### src/rtl/addr_reg_arbiter.sv
// Two-requester arbiter in front of a shared 16-bit register, with optional lock
// (exclusive ownership) bounded by LOCK_MAX cycles and registered register drive.
module addr_reg_arbiter #(
  parameter int unsigned LOCK_MAX = 16
) (
  input  logic        clk,
  input  logic        rst,
  input  logic        req0,
  input  logic        req1,
  input  logic        cmd0,
  input  logic        cmd1,
  input  logic [15:0] data0,
  input  logic [15:0] data1,
  input  logic        lock0,
  input  logic        lock1,
  output logic        gnt0,
  output logic        gnt1,
  output logic        reg_write_en,
  output logic        reg_inc,
  output logic [15:0] reg_datain,
  output logic [1:0]  owner
);

  typedef enum logic [1:0] {
    IDLE = 2'b00,
    OWN0 = 2'b01,
    OWN1 = 2'b10
  } state_t;

  localparam logic [7:0] LOCK_LAST = 8'(LOCK_MAX - 1);

  state_t     state;
  logic [7:0] lock_cnt;
  logic       prio;      // 0: requester 0 wins a tie, 1: requester 1 wins
  logic       xfer0;
  logic       xfer1;

  // Handshake: reqN is the valid, gntN the ready; a transfer happens on any
  // cycle where both are high, and no state is held for an ungranted request.
  always_comb begin
    gnt0 = 1'b0;
    gnt1 = 1'b0;
    if (!rst) begin
      case (state)
        IDLE: begin
          if (req0 && req1) begin
            gnt0 = !prio;
            gnt1 = prio;
          end else begin
            gnt0 = req0;
            gnt1 = req1;
          end
        end
        OWN0:    gnt0 = req0;
        OWN1:    gnt1 = req1;
        default: ;
      endcase
    end
  end

  assign xfer0 = req0 && gnt0;
  assign xfer1 = req1 && gnt1;
  assign owner = state;

  always_ff @(posedge clk or posedge rst) begin
    if (rst) begin
      state        <= IDLE;
      lock_cnt     <= 8'd0;
      prio         <= 1'b0;
      reg_write_en <= 1'b0;
      reg_inc      <= 1'b0;
      reg_datain   <= 16'h0000;
    end else begin
      reg_inc      <= (xfer0 && !cmd0) || (xfer1 && !cmd1);
      reg_write_en <= (xfer0 && cmd0) || (xfer1 && cmd1);
      if (xfer0 && cmd0) begin
        reg_datain <= data0;
      end else if (xfer1 && cmd1) begin
        reg_datain <= data1;
      end

      if (xfer0) begin
        prio <= 1'b1;
      end else if (xfer1) begin
        prio <= 1'b0;
      end

      // Timeout takes precedence over a still-held lock and hands the next tie away.
      case (state)
        IDLE: begin
          lock_cnt <= 8'd0;
          if (xfer0 && lock0) begin
            state <= OWN0;
          end else if (xfer1 && lock1) begin
            state <= OWN1;
          end
        end
        OWN0: begin
          lock_cnt <= lock_cnt + 8'd1;
          if (lock_cnt == LOCK_LAST) begin
            state    <= IDLE;
            prio     <= 1'b1;
            lock_cnt <= 8'd0;
          end else if (!lock0) begin
            state    <= IDLE;
            lock_cnt <= 8'd0;
          end
        end
        OWN1: begin
          lock_cnt <= lock_cnt + 8'd1;
          if (lock_cnt == LOCK_LAST) begin
            state    <= IDLE;
            prio     <= 1'b0;
            lock_cnt <= 8'd0;
          end else if (!lock1) begin
            state    <= IDLE;
            lock_cnt <= 8'd0;
          end
        end
        default: begin
          state    <= IDLE;
          lock_cnt <= 8'd0;
        end
      endcase
    end
  end

endmodule

### config.mk
export PLATFORM = sky130hd
export DESIGN_NAME = addr_reg_arbiter
export DESIGN_NICKNAME = d
export VERILOG_FILES = /design/src/rtl/addr_reg_arbiter.sv
export SDC_FILE = /design/constraint.sdc
export NUM_CORES = 1
export LEC_CHECK = 0
export CORE_MARGIN = 1
export CORE_UTILIZATION = 40
export CTS_BUF_LIST = sky130_fd_sc_hd__clkbuf_4 sky130_fd_sc_hd__clkbuf_8
export DETAILED_ROUTE_END_ITERATION = 8
export PLACE_DENSITY = 0.82
export SLEW_MARGIN = 20
export SYNTH_ARGS = -nofsm -noshare
export SYNTH_HDL_FRONTEND = slang
export SYNTH_SLANG_ARGS = --single-unit
### constraint.sdc
create_clock -name clk -period 1.6 [get_ports clk]
set_input_delay 0.32 -clock clk [delete_from_list [all_inputs] [get_ports clk]]
set_output_delay 0.32 -clock clk [all_outputs]
set_load 0.005 [all_outputs]
==> flow_metrics.tcl <==
set metrics [dict create \
    cts.sinks 29 \
    hpwl_um 2950 \
    worst_pin_slew_ps 388 \
    ys_seq_area_frac 0.489 \
    pwr-share-clk 0.175 \
    syn_area_per_cell_um2 9.96 \
    cp-start-kind "flop" \
    end_kind "flop" \
    pwr-share-comb 0.554 \
    cp.arrival_ps 2170 \
    cts_hold_buf 0 \
    num_rows 21 \
    syn_inst 149 \
    drv_cap 0 \
    antenna_found_initial 0 \
    io_pins 62 \
    violations "negative setup slack" \
    final_max_slew_viol_count 0 \
    yosys_register_bits 29 \
    drt_iter0_markers 130 \
    p_int_mw 2.97 \
    async_flop_share 1.00 \
    place_area_mm2 0.00239 \
    period_share 1.26 \
    grt_overflow_total 0 \
    fin_crit_ps 2010 \
    worstPathRequired_ps 1760 \
    cp-endpoint "reg_datain[15]" \
    num_vias 1772 \
    area_growth_syn_to_layout_pct 98.1 \
    root_buffer "clkbuf_8" \
    via_per_inst 5.95 \
    seqPwrFrac 0.271 \
    layout-drive-gt1-share 0.413 \
    finClkSkew_ps 16.3 \
    utilization 0.854 \
    wl_um 7210 \
    fin_ws_ps -409 \
    yosysUniqueCellTypes 36 \
    crit_fanout 8 \
    rrSetupSlack_ps -410 \
    ir_drop_uv 1120 \
    cts_tree "done" \
    synth_area_mm2 0.00148 \
    dieArea_mm2 0.00396 \
    ys_warn_count 0 \
    n_antenna_cell 0 \
    reg2reg_from "owner[1]" \
    status "complete, but fails checks" \
    hold_class "in2async" \
    clk_latency_ps 290 \
    die_w_um 62.9 \
    h-tree-depth 2 \
    leakagePower_nw 1.32 \
    track_usage 0.283 \
    max_freq_mhz 498 \
    clockBufferDepth 2 \
    synth_fp_nets 193 \
    crit_start "owner[1]" \
    coreArea_mm2 0.00344 \
    clk_pin_slew_ps 70 \
    grt_pass1_wl_um 8360 \
    fin_area_mm2 0.00294 \
    start_util 0.431 \
    switchingPower_mw 1.66 \
    nets 295 \
    setup-violations-final 23 \
    synthFlopType "dfrtp_1" \
    timing.rr.end "reg_datain[15]" \
    power_density_mw_per_mm2 1570 \
    swShare 0.358 \
    grt_max_degree 30 \
    cts_made_buffers 5 \
    grt_pass1_vias 1705 \
    firstDrtPassIters 4 \
    fp.dieH_um 62.9 \
    rsz0062_at_grt "true" \
    hold_viol 0 \
    drc_errors 0 \
    p_total_mw 4.63 \
    portBuffers 61 \
    slew_headroom 0.741 \
    rr_worst_depth 9 \
    ant_nets 0 \
    synth_edf_count 0 \
    wl_per_cell_um 24.2 \
    place_congestion 0.826 \
    critPathKind "reg2reg" \
]
-- through the flow --
stage,setup TNS [ps],hold slack (ps),instances,worst slack (ps)
global route,-6480,371,298,-399
floorplan,-864,407,149,-96.0
detailed placement,-9700,450,278,-498
finish,-5620,307,298,-409
global placement,-9050,437,278,-463
CTS,-3240,456,293,-185
-- worst min path at each step --
stage,startpoint,to,slack (ps)
after floorplan,rst,lock_cnt[0],410
after global placement,lock_cnt[0],lock_cnt[0],440
after detailed placement,lock_cnt[0],lock_cnt[0],450
after CTS,lock_cnt[0],lock_cnt[0],460
after global routing,rst,reg_datain[2],370
final,rst,reg_datain[2],310
-- power by group through the flow --
| stage | clock [mW] | sequential (mW) | combinational [mW] |
|---|---|---|---|
| final | 0.809 | 1.25 | 2.57 |
| after global routing | 0.861 | 1.27 | 2.65 |
| after CTS | 0.809 | 1.16 | 2.09 |
| after detailed placement | 0 | 1.13 | 1.77 |
| after global placement | 0 | 1.12 | 1.74 |
| after floorplan | 0 | 1.17 | 0.698 |
-- state kept, by name, summed over array words and instances (netlist names) --
name,flops
lock_cnt,8
owner,2
prio,1
reg_datain,16
reg_inc,1
reg_write_en,1
-- critical path, cell delays in order (launching register included) --
cell       delay, ps
dfrtp_1          390
buf_6            130
ha_4             180
nor3b_4          250
buf_4            200
nor4_4            50
buf_4            150
clkbuf_16        160
a21oi_1          260
a2bb2oi_2        110
-- cell usage after synthesis (2+ instances only) --
master / n / area (um2)
nor2_1: 9 / 33.8
buf_2: 4 / 20.0
nand3_1: 3 / 15.0
and3_1: 2 / 12.5
a21oi_1: 18 / 90.1
inv_1: 9 / 33.8
xor2_1: 3 / 26.3
xnor2_1: 3 / 26.3
a2bb2oi_1: 16 / 140
a22o_1: 2 / 17.5
o21ai_0: 4 / 20.0
dfrtp_1: 29 / 726
nand2_1: 21 / 78.8
ha_1: 4 / 50.1
-- cell type report --
type | count | area, um2
Clock inverter | 1 | 30.0
Sequential cell | 29 | 726
Timing Repair Buffer | 101 | 1010
Tap cell | 46 | 57.6
Multi-Input combinational cell | 105 | 990
Fill cell | 156 | 502
Inverter | 9 | 33.8
Clock buffer | 7 | 90.1
-- cells in the final DEF (no fill, tap or decap), drive strengths merged, types with 2 or more instances in the layout --
master and count:
clkbuf 8, dfrtp 29, xnor2 3, a2bb2oi 16
a22o 2, buf 41, nor2 9, clkdlybuf4s50 55
a21oi 18, ha 4, xor2 3, nand3 3
inv 9, or4 2, nand2 22, and3 2
o21ai 6, dlymetal6s2s 3
-- routing by layer --
metal	share of wire	global-route usage	routed length [um]	vias up
met5	0	0	0	-
met4	0.057	0.157	409	0
met1	0.36	0.318	2600	879
met3	0.067	0.0511	483	38
li1	-	-	-	735
met2	0.51	0.497	3710	120
-- cell families after synthesis --
group,synth area share
simple gates,0.164
compound gates,0.229
buf+inv,0.0489
fa+ha+maj,0.0337
xor+xnor,0.0354
flops,0.489
-- what timing repair did --
item                       in CTS  in global routing
pin swaps                      41                 18
setup buffers                   4                  4
setup endpoints to repair      29                 32
hold endpoints to repair        0                  0
gates cloned                    3                  1
resized for setup              53                 31
(Power assumes the default switching activity.)
